===== src/rtl/mem_pkg.sv =====
// Shared definitions for the two-master RAM arbiter: the command encoding,
// the arbiter state encoding and the idle-arbitration helper.
package mem_pkg;

    localparam logic [1:0] MEM_NONE    = 2'b00;
    localparam logic [1:0] MEM_MREAD   = 2'b01;
    localparam logic [1:0] MEM_MWRITE  = 2'b10;
    localparam logic [1:0] MEM_ILLEGAL = 2'b11;

    localparam int MAX_RD_LAT = 4;

    typedef enum logic [1:0] {
        ARB_IDLE = 2'b00,
        ARB_OWN0 = 2'b01,
        ARB_OWN1 = 2'b10
    } arb_state_t;

    // Only MREAD and MWRITE count as requests; NONE and the illegal code do not.
    function automatic logic is_req(input logic [1:0] cmd);
        return (cmd == MEM_MREAD) || (cmd == MEM_MWRITE);
    endfunction

    // Idle arbitration, returned as {valid, winner}. When both masters
    // request, the one that was not granted most recently wins.
    function automatic logic [1:0] pick_idle(input logic req0, input logic req1,
                                             input logic last);
        logic [1:0] res;
        if (req0 && req1) begin
            res = {1'b1, ~last};
        end else if (req0) begin
            res = {1'b1, 1'b0};
        end else if (req1) begin
            res = {1'b1, 1'b1};
        end else begin
            res = {1'b0, 1'b0};
        end
        return res;
    endfunction

endpackage


===== src/rtl/mem_arbiter_rd_return_pipe.sv =====
// Read-return pipeline: carries {valid, owner} of each granted read for
// RD_LAT cycles so the returning RAM data can be steered to its master.
module rd_return_pipe
    import mem_pkg::*;
#(
    parameter int RD_LAT = 1
) (
    input  logic clk,
    input  logic reset,
    input  logic i_push_valid,
    input  logic i_push_tag,
    output logic o_pop_valid,
    output logic o_pop_tag
);

    // Latency is kept within the supported 1..MAX_RD_LAT range.
    localparam int DEPTH = (RD_LAT < 1) ? 1 : ((RD_LAT > MAX_RD_LAT) ? MAX_RD_LAT : RD_LAT);

    logic [DEPTH-1:0] r_valid;
    logic [DEPTH-1:0] r_tag;

    // Shift the read tags one stage per cycle; reset drops every read in flight.
    always_ff @(posedge clk) begin
        if (reset) begin
            r_valid <= {DEPTH{1'b0}};
            r_tag   <= {DEPTH{1'b0}};
        end else begin
            r_valid[0] <= i_push_valid;
            r_tag[0]   <= i_push_tag;
            for (int i = 1; i < DEPTH; i++) begin
                r_valid[i] <= r_valid[i-1];
                r_tag[i]   <= r_tag[i-1];
            end
        end
    end

    assign o_pop_valid = r_valid[DEPTH-1];
    assign o_pop_tag   = r_tag[DEPTH-1];

endmodule


===== src/rtl/mem_arbiter.sv =====
// Two-master arbiter in front of the shared instruction/data RAM. Master 0
// is the CPU, master 1 the DMA/debug loader. Ownership is sticky, bounded by
// MAX_HOLD while the other master waits, and read data is routed back to
// its requester RD_LAT cycles after the grant.
module mem_arbiter
    import mem_pkg::*;
#(
    parameter int ADDR_W   = 9,
    parameter int DATA_W   = 16,
    parameter int RD_LAT   = 1,
    parameter int MAX_HOLD = 8
) (
    input  logic              clk,
    input  logic              reset,
    input  logic [1:0]        m0_cmd,
    input  logic [ADDR_W-1:0] m0_addr,
    input  logic [DATA_W-1:0] m0_wdata,
    output logic              m0_gnt,
    output logic              m0_rvalid,
    output logic [DATA_W-1:0] m0_rdata,
    input  logic [1:0]        m1_cmd,
    input  logic [ADDR_W-1:0] m1_addr,
    input  logic [DATA_W-1:0] m1_wdata,
    output logic              m1_gnt,
    output logic              m1_rvalid,
    output logic [DATA_W-1:0] m1_rdata,
    output logic [1:0]        mem_cmd,
    output logic [ADDR_W-1:0] mem_addr,
    output logic [DATA_W-1:0] mem_wdata,
    input  logic [DATA_W-1:0] mem_rdata,
    output logic              err
);

    localparam int HOLD_W = $clog2(MAX_HOLD + 1);
    localparam logic [HOLD_W-1:0] HOLD_LAST = HOLD_W'(MAX_HOLD - 1);

    arb_state_t        r_state;
    arb_state_t        w_state_nxt;
    logic              r_last;
    logic              w_last_nxt;
    logic [HOLD_W-1:0] r_hold;
    logic [HOLD_W-1:0] w_hold_nxt;
    logic              r_err;
    logic [DATA_W-1:0] r_rdata0;
    logic [DATA_W-1:0] r_rdata1;

    logic       w_req0;
    logic       w_req1;
    logic [1:0] w_pick;
    logic       w_win_valid;
    logic       w_win;
    logic       w_same_owner;
    logic       w_other_req;
    logic       w_push;
    logic       w_pop_valid;
    logic       w_pop_tag;
    logic       w_rvalid0;
    logic       w_rvalid1;

    // Pick this cycle's winner: the owner keeps the RAM unless its hold has
    // run out while the other master waits; a non-requesting owner falls back
    // to idle arbitration. Nothing wins during reset.
    always_comb begin
        w_req0      = is_req(m0_cmd);
        w_req1      = is_req(m1_cmd);
        w_pick      = pick_idle(w_req0, w_req1, r_last);
        w_win_valid = 1'b0;
        w_win       = 1'b0;
        if (reset) begin
            w_win_valid = 1'b0;
            w_win       = 1'b0;
        end else begin
            case (r_state)
                ARB_OWN0: begin
                    if (w_req0) begin
                        w_win_valid = 1'b1;
                        w_win       = w_req1 && (r_hold == HOLD_LAST);
                    end else begin
                        w_win_valid = w_pick[1];
                        w_win       = w_pick[0];
                    end
                end
                ARB_OWN1: begin
                    if (w_req1) begin
                        w_win_valid = 1'b1;
                        w_win       = !(w_req0 && (r_hold == HOLD_LAST));
                    end else begin
                        w_win_valid = w_pick[1];
                        w_win       = w_pick[0];
                    end
                end
                default: begin
                    w_win_valid = w_pick[1];
                    w_win       = w_pick[0];
                end
            endcase
        end
    end

    // Next owner state, most recent grantee and hold count.
    always_comb begin
        w_same_owner = ((r_state == ARB_OWN0) && !w_win) || ((r_state == ARB_OWN1) && w_win);
        w_other_req  = w_win ? w_req0 : w_req1;
        w_state_nxt  = ARB_IDLE;
        w_last_nxt   = r_last;
        w_hold_nxt   = {HOLD_W{1'b0}};
        if (w_win_valid) begin
            w_state_nxt = w_win ? ARB_OWN1 : ARB_OWN0;
            w_last_nxt  = w_win;
            if (w_same_owner && w_other_req) begin
                if (r_hold == HOLD_LAST) begin
                    w_hold_nxt = HOLD_LAST;
                end else begin
                    w_hold_nxt = r_hold + HOLD_W'(1);
                end
            end else begin
                w_hold_nxt = {HOLD_W{1'b0}};
            end
        end else begin
            w_state_nxt = ARB_IDLE;
            w_last_nxt  = r_last;
            w_hold_nxt  = {HOLD_W{1'b0}};
        end
    end

    // Grants, RAM command mux and read-return steering.
    always_comb begin
        m0_gnt    = w_win_valid && !w_win;
        m1_gnt    = w_win_valid && w_win;
        mem_cmd   = MEM_NONE;
        mem_addr  = {ADDR_W{1'b0}};
        mem_wdata = {DATA_W{1'b0}};
        if (m1_gnt) begin
            mem_cmd   = m1_cmd;
            mem_addr  = m1_addr;
            mem_wdata = m1_wdata;
        end else if (m0_gnt) begin
            mem_cmd   = m0_cmd;
            mem_addr  = m0_addr;
            mem_wdata = m0_wdata;
        end else begin
            mem_cmd   = MEM_NONE;
            mem_addr  = {ADDR_W{1'b0}};
            mem_wdata = {DATA_W{1'b0}};
        end
        w_push    = w_win_valid && (mem_cmd == MEM_MREAD);
        w_rvalid0 = !reset && w_pop_valid && !w_pop_tag;
        w_rvalid1 = !reset && w_pop_valid && w_pop_tag;
        m0_rvalid = w_rvalid0;
        m1_rvalid = w_rvalid1;
        m0_rdata  = w_rvalid0 ? mem_rdata : r_rdata0;
        m1_rdata  = w_rvalid1 ? mem_rdata : r_rdata1;
    end

    // Arbiter state register; last starts at 1 so master 0 wins the first contention.
    always_ff @(posedge clk) begin
        if (reset) begin
            r_state <= ARB_IDLE;
            r_last  <= 1'b1;
            r_hold  <= {HOLD_W{1'b0}};
        end else begin
            r_state <= w_state_nxt;
            r_last  <= w_last_nxt;
            r_hold  <= w_hold_nxt;
        end
    end

    // Sticky illegal-command flag and per-master copies of the last returned read data.
    always_ff @(posedge clk) begin
        if (reset) begin
            r_err    <= 1'b0;
            r_rdata0 <= {DATA_W{1'b0}};
            r_rdata1 <= {DATA_W{1'b0}};
        end else begin
            if ((m0_cmd == MEM_ILLEGAL) || (m1_cmd == MEM_ILLEGAL)) begin
                r_err <= 1'b1;
            end
            if (w_rvalid0) begin
                r_rdata0 <= mem_rdata;
            end
            if (w_rvalid1) begin
                r_rdata1 <= mem_rdata;
            end
        end
    end

    assign err = r_err;

    rd_return_pipe #(
        .RD_LAT(RD_LAT)
    ) u_rd_return_pipe (
        .clk         (clk),
        .reset       (reset),
        .i_push_valid(w_push),
        .i_push_tag  (w_win),
        .o_pop_valid (w_pop_valid),
        .o_pop_tag   (w_pop_tag)
    );

endmodule


===== config.mk =====
export PLATFORM = sky130hd
export DESIGN_NAME = mem_arbiter
export DESIGN_NICKNAME = d
export VERILOG_FILES = /design/src/rtl/mem_pkg.sv /design/src/rtl/mem_arbiter_rd_return_pipe.sv /design/src/rtl/mem_arbiter.sv
export SDC_FILE = /design/constraint.sdc
export NUM_CORES = 1
export LEC_CHECK = 0
export CORE_MARGIN = 1.5
export CORE_UTILIZATION = 35
export CTS_BUF_LIST = sky130_fd_sc_hd__clkbuf_4
export DETAILED_ROUTE_END_ITERATION = 16
export HOLD_SLACK_MARGIN = 0.1
export PLACE_DENSITY = 0.83
export SETUP_SLACK_MARGIN = 0.05
export SLEW_MARGIN = 10
export SYNTH_ARGS = -nofsm -noshare
export SYNTH_HDL_FRONTEND = slang
export SYNTH_HIERARCHICAL = 1
export SYNTH_SLANG_ARGS = --single-unit
export TNS_END_PERCENT = 20

===== constraint.sdc =====
create_clock -name clk -period 2.57 [get_ports clk]
set_input_delay 0.257 -clock clk [delete_from_list [all_inputs] [get_ports clk]]
set_output_delay 0.257 -clock clk [all_outputs]
set_load 0.05 [all_outputs]

### Word-level counts from Yosys, hierarchy flattened

Index checks and enable logic that the tools add are counted.

* shifts and indexed selects: 0
* div/mod/pow operators: 0
* bitwise gates (word level): 3
* muxes and demuxes: 22
* order comparisons: 0
* reductions and logical operators: 23
* multiply operators: 0
* $add $sub $neg: 1
* equal/unequal tests: 10

Operator list (number)
* two-way mux 16 bit: 4
* two-way mux 9 bit: 2
* logical AND 1 bit: 12
* two-way mux 2 bit: 6
* equality test 2 bit (second input constant): 5
* equality test 2 x 1 -> 1 bit (second input constant): 4
* two-way mux 1 bit: 7
* adder 4 x 1 -> 4 bit (second input constant): 1
* equality test 4 x 3 -> 1 bit (second input constant): 1
* zero test 1 bit: 4
* logical OR 1 bit: 4
* case mux 1 bit (2 select lines): 2
* OR reduction 4 bit: 1
* two-way mux 3 bit: 1
* inverter 1 bit: 3
* OR reduction 3 bit: 1
* OR reduction 2 bit: 1

* bits of input ports: 72
* register bits: 42
* memories: 0
* logic and storage cells: 68
* output and inout bits: 64
* ROM bits: 0
* RAM bits: 0
* latch bits: 0

### Longest topological paths before layout

Gate-level depths: netlist (run 1).

* word-level depth: 14
* gate-level depth with buffers: 8
* depth with buffers taken out: 7

### Modules after synthesis

The synthesis (run 1) kept the hierarchy.

By module, submodules not included
* mem_arbiter: cells each 196, area each 2044.5 µm², times used 1, seq. area each 800.8 µm²
* rd_return_pipe: cells each 4, area each 52.6 µm², times used 1, seq. area each 40.0 µm²

### Worst setup path before layout (run 1)

OpenSTA, ideal clock, no wires.

* path type: input port to output port
* from: input port m0_cmd[0]
* to: output port m1_gnt
* data arrival time: 2.128 ns
* stages: 4
* path slack: 0.185 ns
* data required time: 2.313 ns
* buffers on the path: 0
* path through: ha_1 -> a21boi_0 -> mux2_4 -> o21ai_0

* longest elaborated chain between the ends: 8
* elaborated cells on any way between the ends: 17
* those cells by class: eq/ne (2); mux (10); reduce/logical (5)

Ends and longest elaborated chain
* start, declared: line mem_arbiter.sv:15 `input logic [1:0] m0_cmd,`
* equality test 2 x 1 -> 1 bit / equality test 2 bit (equally long branches): line mem_pkg.sv:20 `return (cmd == MEM_MREAD) || (cmd == MEM_MWRITE);`
* logical OR 1 bit *: line mem_pkg.sv:20
* two-way mux 2 bit (tied with other cells): line mem_pkg.sv:30 `end else if (req0) begin`
* two-way mux 2 bit / zero test 1 bit (equally long branches): line mem_pkg.sv:28, mem_arbiter.sv:86
* two-way mux 1 bit, on equally long branches: line mem_arbiter.sv:84, mem_arbiter.sv:75
* case mux 1 bit (2 select lines): line mem_arbiter.sv:73 `case (r_state)`
* two-way mux 1 bit: line mem_arbiter.sv:69 `if (reset) begin`
* logical AND 1 bit *: line mem_arbiter.sv:129 `m1_gnt = w_win_valid && w_win;`
* end, declared: line mem_arbiter.sv:24 `output logic m1_gnt,`

Mark *: on every way between the ends. The rest lies on a longest branch, timed or not.

### Worst setup path after layout (run 1)

* from: register r_state[1]
* to: output port mem_cmd[1]

* longest elaborated chain between the ends: 7
* elaborated cells on any way between the ends: 11
* those cells by class: eq/ne (2); mux (6); reduce/logical (3)

Ends and longest elaborated chain
* start, declared: line mem_arbiter.sv:37 `arb_state_t r_state;`
* start signal, assigned: line mem_arbiter.sv:162 `r_state <= w_state_nxt;`
* equality test 2 bit / equality test 2 x 1 -> 1 bit (equally long branches): line mem_arbiter.sv:73
* case mux 1 bit (2 select lines): line mem_arbiter.sv:73
* two-way mux 1 bit: line mem_arbiter.sv:69
* zero test 1 bit: line mem_arbiter.sv:128 `m0_gnt = w_win_valid && !w_win;`
* logical AND 1 bit: line mem_arbiter.sv:128
* two-way mux 2 bit: line mem_arbiter.sv:137 `end else if (m0_gnt) begin`
* two-way mux 2 bit *: line mem_arbiter.sv:133 `if (m1_gnt) begin`
* end, declared: line mem_arbiter.sv:27 `output logic [1:0] mem_cmd,`

Marked as above.

==> results of run 1 <==
power breakdown:
part | switching, W | internal [W] | total (W)
sequential | 0.0000142 | 0.000669 | 0.000683
clock | 0.000229 | 0.000227 | 0.000456
combinational | 0.000589 | 0.000642 | 0.00123
total | 0.000832 | 0.00154 | 0.00237
what timing repair did:
| item | CTS | global route |
|---|---|---|
| resized for setup | 42 | 21 |
| setup buffers | 9 | 6 |
| setup endpoints to repair | 27 | 27 |
| pin swaps | 17 | 21 |
| cloned | 4 | 0 |
path summary, 6_finish.rpt:
| kind | start | endpoint | slack [ns] | cells past startpoint |
|---|---|---|---|---|
| max | r_state[1] | mem_cmd[1] | -0.04 | 8 |
| min reg2reg | err | err | 0.56 | 2 |
| min | m1_cmd[0] | err | 0.45 | 4 |
| max reg2reg | r_state[1] | u_rd_return_pipe/o_pop_valid | 0.38 | 11 |
area by class of cell:
class                      count  area [µm²]  share of cell area [%]
clock buffer                   7        52.6                    1.08
clock inverter                 1        30.0                   0.617
inverter                       7        26.3                   0.540
multi-input combinational    140        1490                    30.5
sequential                    42         848                    17.4
tap                           75        93.8                    1.93
timing repair buffer         168        2330                    47.9
worst max-delay path: stages, from the launching register on:
cell and delay (ns):
sky130_fd_sc_hd__dfxtp_4 0.39, sky130_fd_sc_hd__inv_2 0.09, sky130_fd_sc_hd__ha_4 0.19, sky130_fd_sc_hd__a21boi_2 0.07, sky130_fd_sc_hd__mux2_4 0.29, sky130_fd_sc_hd__o311a_4 0.36
sky130_fd_sc_hd__buf_12 0.17, sky130_fd_sc_hd__a22o_4 0.24, sky130_fd_sc_hd__buf_12 0.15
kinds of logic (layout without fill, tap and decap cells):
group           count (synthesis)  in the layout
buf+inv                        18            183
fa+ha+maj                       5              5
flops                          42             42
compound gates                 44             44
mux                            34             34
simple gates                   57             57
state kept, by name (all words and copies together) (netlist names):
name                          count
r_rdata1                         16
r_hold                            4
r_state                           2
r_rdata0                         16
u_rd_return_pipe/o_pop_tag        1
u_rd_return_pipe/o_pop_valid      1
err                               1
r_last                            1
layer usage:
| metal | part of all wire (%) | vias to the layer above | global-route usage, % |
|---|---|---|---|
| met1 | 35 | 1152 | 27.6 |
| met5 | 0 | - | 0 |
| met3 | 6.0 | 29 | 7.39 |
| met2 | 56 | 119 | 52.9 |
| met4 | 3.4 | 0 | 11.2 |
| li1 | - | 1054 | - |
through the flow:
step	std cells	setup WS, ns	TNS [ns]	util [%]	hold WS (ns)
6_report	440	-0.0389	-0.606	83.2	0.446
4_1_cts	435	0.0527	0	80.9	0.452
5_1_grt	440	-0.0670	-1.42	83.2	0.516
3_3_place_gp	414	-0.0429	-1.06	72.5	0.451
2_1_floorplan	200	0.185	0	-	0.329
3_5_place_dp	414	-0.150	-3.68	72.5	0.466
cells in the final DEF (no fill, tap or decap), types with 2 or more instances in the layout:
cell type / n
sky130_fd_sc_hd__buf_4: 23
sky130_fd_sc_hd__clkdlybuf4s50_1: 68
sky130_fd_sc_hd__dfxtp_1: 38
sky130_fd_sc_hd__dfxtp_2: 3
sky130_fd_sc_hd__a21oi_1: 3
sky130_fd_sc_hd__mux2_2: 32
sky130_fd_sc_hd__a22o_4: 26
sky130_fd_sc_hd__and2_1: 32
sky130_fd_sc_hd__nor2b_1: 3
sky130_fd_sc_hd__nor2_1: 5
sky130_fd_sc_hd__ha_4: 5
sky130_fd_sc_hd__buf_6: 4
sky130_fd_sc_hd__inv_1: 6
sky130_fd_sc_hd__nor3_1: 4
sky130_fd_sc_hd__buf_16: 3
sky130_fd_sc_hd__a21boi_1: 2
sky130_fd_sc_hd__clkbuf_4: 7
sky130_fd_sc_hd__dlygate4sd2_1: 4
sky130_fd_sc_hd__o21ai_0: 4
sky130_fd_sc_hd__nand3_1: 3
sky130_fd_sc_hd__buf_12: 65
==> impl_metrics.yaml, run 1 <==
layout:
  area_growth_pct: 132
  antenna_cells_inserted: 0
  design.final.nets: 441
  layout.filler_cells: 266
  final_layout_size_suffix_gt1_share_pct: 49.6
  stdcell_area_um2: 4870
setup_path:
  worstSetupStartpointType: "flop"
  critical_path_arrival_ns: 2.35
  critical_path.max_fanout: 14
  critical_path_class: "reg2out"
  setup.worst_path.end_class: "output port"
  critical_path_required_ns: 2.31
route:
  detailroute.via_count: 2354
  routed_wl_mm: 9.29
  antenna_left: 0
  detailedRoute.firstPassIterationCount: 4
  routed_wire_length_per_instance_um: 21.1
  detail_route.iter0.violations: 141
  detail_route.vias_per_cell: 5.35
  detail_route.drc_violations: 0
yosys:
  synth_cell_type_count: 30
  synth-edff-count: 0
  dominant_combinational_cell_family_by_area_after_synthesis: "multiplexers"
  synth.area.mux_share_pct: 18.4
  synthesis.nets: 277
  synthMostInstantiatedCell: "sky130_fd_sc_hd__dfxtp_1"
  synth_async_sr_flop_share_pct: 0
  synth-seq-cells: 42
  synth_compound_gate_area_share_pct: 16.6
  synthXorXnorAreaFrac_pct: 0
  synth_top_cell_by_area: "sky130_fd_sc_hd__dfxtp_1"
  yosys_warning_count: 6
  post_synth_and_or_nand_nor_area_fraction_pct: 17.3
  synth-adder-area-share_pct: 2.98
  syn-cell-area_um2: 2100
  netlist_top_cells_area: "sky130_fd_sc_hd__dfxtp_1, sky130_fd_sc_hd__mux2_2, sky130_fd_sc_hd__a22o_1"
  yosysSeqAreaShare_pct: 40.1
  syn-instance-count: 200
  yosys-top-cells-count: "sky130_fd_sc_hd__dfxtp_1, sky130_fd_sc_hd__and2_1, sky130_fd_sc_hd__mux2_2"
  postSynth.topFlopCell: "sky130_fd_sc_hd__dfxtp_1"
  netlist.area_leader.share_pct: 40.1
  post_synth.cell_area_avg_um2: 10.5
timing:
  worst_setup_skew_after_layout_ns: 0.0209
  period_minus_slack_ns: 2.61
  setup_viol: 27
  rsz0062_at_grt: "true"
  post-route-worst-setup-slack_ns: -0.0389
  maxClockFrequency_mhz: 383
  period_share_pct: 102
  worst_slew_margin_relative_to_its_limit_pct: 65.1
  timing_worst_slew_pin_value_ns: 0.523
  timing_max_transition_violations_final: 0
  hold_viol: 0
grt:
  globalRoute.totalOverflow: 0
  grtUsageTotal_pct: 27.5
  antenna_found_initial: 0
  grt_first_pass_wirelength_mm: 13.1
  grt_pass1_vias: 2505
  largest_net_degree_at_the_start_of_global_routing: 19
place:
  gpl.final_weighted_congestion: 0.830
  dpl.hpwl_mm: 5.32
  numPortBuffers: 135
  placed_cell_area_um2: 4240
power:
  powerDensity_nw_per_um2: 487
  vdd_drop_max_v: 0.000357
  totalPowerFinal_w: 0.00237
  power.static_leakage_nw: 2.13
die:
  core_region_area_um2: 5850
  initial_utilization_pct: 35.8
  number_of_core_rows: 28
  die_area_um2: 6460
  io_pins: 136
  die-height_um: 80.4
  die_width_um: 80.4
hold_path:
  worst_hold_path_type: "in2reg"
flow_run:
  drv_cap: 0
clocking:
  htree_num_levels: 2
  tritoncts_num_sinks: 42
  cts_hold_repair.buffers: 0
  root_buffer_cell: "sky130_fd_sc_hd__clkbuf_4"
  clkLatencyLatePin_ns: 0.38
  clk_transition_reported_paths_ns: 0.14
  clock_path_buffers: 2
  number_of_buffers_added_by_the_clock_tree_synthesis_step: 5
  tritoncts: "yes"
status:
  violations_in_the_final_reports: "negative setup slack"
  status: "finished with violations"
No activity file was read; power rests on OpenSTA's default activity.
==> run 2, diff against run 1 <==
CORE_UTILIZATION = 33   (was 35)
PLACE_DENSITY = 0.79   (was 0.83)
==> impl_metrics.yaml, run 2 (synthesis results as in run 1) <==
power:
  p_int_w: 0.00137
  p_comb_share_pct: 53.8
  fraction_of_power_consumed_by_sequential_logic_pct: 31.6
  netSwitchingPower_w: 0.000787
  power.clock.fraction_pct: 14.6
  vdd_drop_max_v: 0.000322
  powerDensity_nw_per_um2: 458
  power.static_leakage_nw: 2.04
  power_switching_share_pct: 36.4
die:
  io_pins: 136
  initial_utilization_pct: 34.8
  die_area_um2: 6840
  number_of_core_rows: 28
  die-height_um: 82.7
  die_width_um: 82.7
  core_region_area_um2: 6030
clocking:
  clkLatencyLatePin_ns: 0.35
  htree_num_levels: 2
  clk_transition_reported_paths_ns: 0.12
  tritoncts_num_sinks: 42
  tritoncts: "yes"
  number_of_buffers_added_by_the_clock_tree_synthesis_step: 5
  clock_path_buffers: 2
  root_buffer_cell: "sky130_fd_sc_hd__clkbuf_4"
grt:
  grt_pass1_vias: 2108
  antenna_found_initial: 0
  grtUsageTotal_pct: 19.3
  largest_net_degree_at_the_start_of_global_routing: 31
  globalRoute.totalOverflow: 0
  grt_first_pass_wirelength_mm: 9.90
setup_path:
  cpMaxStageDelayCell: "sky130_fd_sc_hd__o21ai_4"
  cp_cell_sequence: "dlygate4sd2_1 > ha_4 > buf_4 > nor2b_1 > o211ai_1 > o21ai_4 > clkbuf_16 > a22o_1 > buf_12"
  critical_path_arrival_ns: 2.38
  critical_path_required_ns: 2.31
  worstSetupStartpointType: "input port"
  setup.worst_path.end_class: "output port"
  critical-path-max-stage-delay_ns: 0.36
  critical_path.max_fanout: 7
  critical_path_class: "in2out"
layout:
  design.final.nets: 436
  final_util_pct: 78.2
  reg_top3: "r_rdata0: 16 flops, r_rdata1: 16 flops, r_hold: 4 flops"
  final_common_cell: "sky130_fd_sc_hd__clkdlybuf4s50_1"
  stdcell_area_um2: 4710
  antenna_cells_inserted: 0
  most-common-layout-cells: "sky130_fd_sc_hd__clkdlybuf4s50_1, sky130_fd_sc_hd__buf_12, sky130_fd_sc_hd__dfxtp_1"
  area_growth_pct: 125
  final_layout_size_suffix_gt1_share_pct: 46.4
place:
  dpl.hpwl_mm: 5.18
  numPortBuffers: 135
  post-place-ws_ns: -0.0919
  gpl.final_weighted_congestion: 0.787
  placed_cell_area_um2: 4230
timing:
  period_share_pct: 102
  maxClockFrequency_mhz: 380
  hold_viol: 0
  post-route-worst-setup-slack_ns: -0.0633
  worst_setup_skew_after_layout_ns: 0.00553
  hold_worst_slack_ns: 0.546
  worst_slew_margin_relative_to_its_limit_pct: 63.9
  timing_worst_slew_pin_value_ns: 0.539
  setup_viol: 7
  timing_max_transition_violations_final: 0
  period_minus_slack_ns: 2.63
  rsz0062_at_grt: "true"
route:
  routed_wl_mm: 8.17
  detailedRoute.firstPassIterationCount: 4
  routed_wire_length_per_instance_um: 18.8
  detailroute.via_count: 2211
  antenna_left: 0
  detail_route.drc_violations: 0
  detail_route.vias_per_cell: 5.08
  detail_route.iter0.violations: 105
status:
  violations_in_the_final_reports: "negative setup slack"
  status: "finished with violations"
flow_run:
  drv_cap: 0
hold_path:
  worst_hold_path_type: "in2reg"
run 2: cell types whose count changed in the layout (fill, tap and decap cells not counted), sizes merged:
| cell | previous run | this run |
|---|---|---|
| buf | 96 | 89 |
| bufinv | 1 | 0 |
| clkinv | 0 | 2 |
| clkinvlp | 0 | 1 |
run 2: power groups by stage:
stage | sequential, W | combinational (W) | clock (W)
2_1_floorplan | 0.000693 | 0.000458 | 0
3_3_place_gp | 0.000690 | 0.000962 | 0
3_5_place_dp | 0.000691 | 0.000974 | 0
4_1_cts | 0.000681 | 0.00104 | 0.000322
5_1_grt | 0.000684 | 0.00120 | 0.000357
6_report | 0.000682 | 0.00116 | 0.000316
run 2: path summary, 6_finish.rpt:
check	cells after the start	endpoint	slack, ns	start
setup / recovery	9	mem_wdata[12]	-0.06	m1_cmd[1]
setup reg to reg	9	u_rd_return_pipe/o_pop_valid	0.46	r_state[0]
hold reg to reg	2	r_hold[3]	0.58	r_hold[3]
hold / removal	4	err	0.55	m0_cmd[0]
run 2: layout make-up:
cell class,count,area (µm²)
timing repair buffer,163,2270
multi-input combinational,140,1420
fill,341,1310
sequential,42,846
tap,75,93.8
clock buffer,5,37.5
inverter,7,26.3
clock inverter,3,16.3
run 2: worst max-delay path, delay by kind of cell:
| family | cells | cell delay, ns |
|---|---|---|
| compound gates | 3 | 0.80 |
| buf+inv | 4 | 0.78 |
| fa+ha+maj | 1 | 0.29 |
| simple gates | 1 | 0.23 |
run 2: layer usage:
layer	track usage [%]	wire [µm]	part of all wire, %	vias up
met5	0	0	0	-
met4	3.00	98	1.2	0
met3	5.93	416	5.1	10
met2	36.1	4600	56	87
met1	21.6	3050	37	1071
li1	-	-	-	1043
run 2: per-stage QoR:
stage / total power [W] / TNS (ns) / std cells
2_1_floorplan: 0.00115 / 0 / 200
3_3_place_gp: 0.00165 / -0.885 / 412
3_5_place_dp: 0.00167 / -2.25 / 412
4_1_cts: 0.00204 / 0 / 423
5_1_grt: 0.00224 / -1.80 / 435
6_report: 0.00216 / -0.325 / 435
run 2: what timing repair did:
action	CTS	global route
buffers inserted	2	9
pin swaps	6	9
setup endpoints to repair	27	27
cloned	1	3
hold buffers	0	0
resized for setup	27	16
==> run 3, diff against run 2 <==
CORE_MARGIN = not set   (was 1.5)
MAX_ROUTING_LAYER = met4   (was not set)
==> impl_metrics.yaml, run 3 (synthesis results as in run 1) <==
setup_path:
  critical_path_required_ns: 2.31
  critical_path_class: "reg2out"
  critical_path.max_fanout: 28
  cpMaxStageDelayCell: "sky130_fd_sc_hd__dfxtp_2"
  r2r-end: "u_rd_return_pipe/o_pop_valid"
  cpLargestDelayFamily: "compound AO/OA/AOI/OAI gates"
  worstSetupStartpointType: "flop"
  cp_cell_sequence: "inv_1 > ha_4 > nand2b_1 > o21ai_0 > o311a_1 > buf_12 > a22o_1 > buf_12"
  reg2regPathDepth: 10
  setup.worst_path.end_class: "output port"
  critical-path-max-stage-delay_ns: 0.38
  timing.critical_path.mode_cell: "sky130_fd_sc_hd__buf_12"
  critical_path_arrival_ns: 2.33
  flop_to_flop_setup_slack_ns: 0.49
  crit_buf_inv: 3
  r2r_path_start: "r_hold[0]"
place:
  dpl.hpwl_mm: 5.09
  post-place-ws_ns: -0.106
  placed_cell_area_um2: 4240
  gpl.final_weighted_congestion: 0.783
  numPortBuffers: 135
route:
  detail_route.iter0.violations: 108
  detailedRoute.firstPassIterationCount: 4
  detailroute.via_count: 2261
  detail_route.drc_violations: 0
  antenna_left: 0
  highest_metal_layer_with_signal_wires: "met4"
  routed_wl_mm: 8.66
  detail_route.vias_per_cell: 5.17
  wl_met3_um: 367
  wire_length_on_met2_mm: 4.98
  route.layer.met1.wl_mm: 3.18
  routed_wire_length_per_instance_um: 19.8
status:
  status: "finished with violations"
  violations_in_the_final_reports: "negative setup slack"
die:
  die_area_um2: 6680
  die_width_um: 81.7
  core_region_area_um2: 6030
  die-height_um: 81.7
  io_pins: 136
  initial_utilization_pct: 34.8
  number_of_core_rows: 28
timing:
  worst_setup_skew_after_layout_ns: 0.00762
  timing_worst_slew_pin_value_ns: 0.536
  setup_viol: 1
  period_share_pct: 100
  hold_viol: 0
  worst_slew_margin_relative_to_its_limit_pct: 64.1
  post-route-worst-setup-slack_ns: -0.0122
  hold_worst_slack_ns: 0.507
  timing_max_transition_violations_final: 0
  rsz0062_at_grt: "true"
  period_minus_slack_ns: 2.58
  maxClockFrequency_mhz: 387
clocking:
  cts_hold_repair.buffers: 0
  clk_transition_reported_paths_ns: 0.13
  htree_num_levels: 2
  clkLatencyLatePin_ns: 0.38
  tritoncts: "yes"
  tritoncts_num_sinks: 42
  root_buffer_cell: "sky130_fd_sc_hd__clkbuf_4"
  number_of_buffers_added_by_the_clock_tree_synthesis_step: 5
  clock_path_buffers: 2
power:
  netSwitchingPower_w: 0.000823
  fraction_of_power_consumed_by_sequential_logic_pct: 30.6
  power_switching_share_pct: 36.9
  p_int_w: 0.00141
  power.static_leakage_nw: 2.08
  vdd_drop_max_v: 0.000320
  totalPowerFinal_w: 0.00223
  power.clock.fraction_pct: 16.0
  p_comb_share_pct: 53.4
  powerDensity_nw_per_um2: 467
layout:
  stdcell_area_um2: 4780
  reg_top3: "r_rdata0: 16 flops, r_rdata1: 16 flops, r_hold: 4 flops"
  layout.filler_cells: 336
  final_common_cell: "sky130_fd_sc_hd__clkdlybuf4s50_1"
  design.final.nets: 438
  antenna_cells_inserted: 0
  final_layout_size_suffix_gt1_share_pct: 47.8
  area_growth_pct: 128
  most-common-layout-cells: "sky130_fd_sc_hd__clkdlybuf4s50_1, sky130_fd_sc_hd__buf_12, sky130_fd_sc_hd__dfxtp_1"
  final_util_pct: 79.3
hold_path:
  hold_depth: 4
  min-delay-start: "m1_cmd[1]"
  worst_hold_path_type: "in2reg"
  timing.hold.worst_endpoint: "err"
grt:
  antenna_found_initial: 0
  grt_first_pass_wirelength_mm: 10.9
  largest_net_degree_at_the_start_of_global_routing: 29
  grtUsageTotal_pct: 22.8
  grt_pass1_vias: 2254
  globalRoute.totalOverflow: 0
flow_run:
  drv_cap: 0
[run 3: power by group through the flow]
| stage | Combinational, W | Clock (W) | Sequential, W |
|---|---|---|---|
| after floorplan | 0.000458 | 0 | 0.000693 |
| after global placement | 0.000960 | 0 | 0.000690 |
| after detailed placement | 0.000975 | 0 | 0.000691 |
| after CTS | 0.00107 | 0.000353 | 0.000680 |
| after global routing | 0.00123 | 0.000393 | 0.000685 |
| final | 0.00119 | 0.000358 | 0.000683 |
[run 3: worst register-to-register path, cell delays in order, from the launching register on]
cell and delay, ns:
sky130_fd_sc_hd__dfxtp_2 0.38, sky130_fd_sc_hd__ha_4 0.15, sky130_fd_sc_hd__nand3b_4 0.10, sky130_fd_sc_hd__mux2_4 0.33, sky130_fd_sc_hd__buf_6 0.13, sky130_fd_sc_hd__o21ai_4 0.20
sky130_fd_sc_hd__buf_12 0.15, sky130_fd_sc_hd__clkbuf_16 0.15, sky130_fd_sc_hd__buf_4 0.12, sky130_fd_sc_hd__mux2i_1 0.16, sky130_fd_sc_hd__nor2b_1 0.15
[run 3: what timing repair did]
item | in CTS | in global routing
hold endpoints to repair | 0 | 0
pin swaps | 29 | 5
endpoints found under the setup margin | 27 | 43
buffers inserted | 6 | 7
gates cloned | 2 | 1
resized for setup | 32 | 20
[run 3: how the worst max path moves through the flow]
stage / from / end / slack, ns / cells past startpoint
4_1_cts: r_state[1] / mem_wdata[2] / 0.05 / 10
3_5_place_dp: m0_cmd[0] / mem_wdata[14] / -0.11 / 8
2_1_floorplan: m0_cmd[0] / m1_gnt / 0.19 / 4
5_1_grt: reset / m1_rdata[13] / -0.06 / 6
3_3_place_gp: m0_cmd[0] / mem_cmd[1] / -0.05 / 8
6_report: r_state[0] / mem_addr[1] / -0.01 / 8
[run 3: routing by layer]
metal,vias to the layer above,GRT usage (%)
met2,89,41.8
met1,1111,24.4
li1,1049,-
met4,0,8.07
met5,-,-
met3,12,4.00
[run 3: metrics by stage]
| stage | setup TNS [ns] | instances |
|---|---|---|
| after floorplan | 0 | 200 |
| after global placement | -1.21 | 413 |
| after detailed placement | -2.57 | 413 |
| after CTS | 0 | 429 |
| after global routing | -0.987 | 437 |
| final | -0.0122 | 437 |
[run 3: final cells by class]
cell class	instances	area, µm²	area share [%]
multi-input combinational	140	1450	30.3
tap	75	93.8	1.96
clock inverter	2	13.8	0.288
inverter	7	26.3	0.550
sequential	42	846	17.7
clock buffer	6	45.0	0.942
timing repair buffer	165	2310	48.3
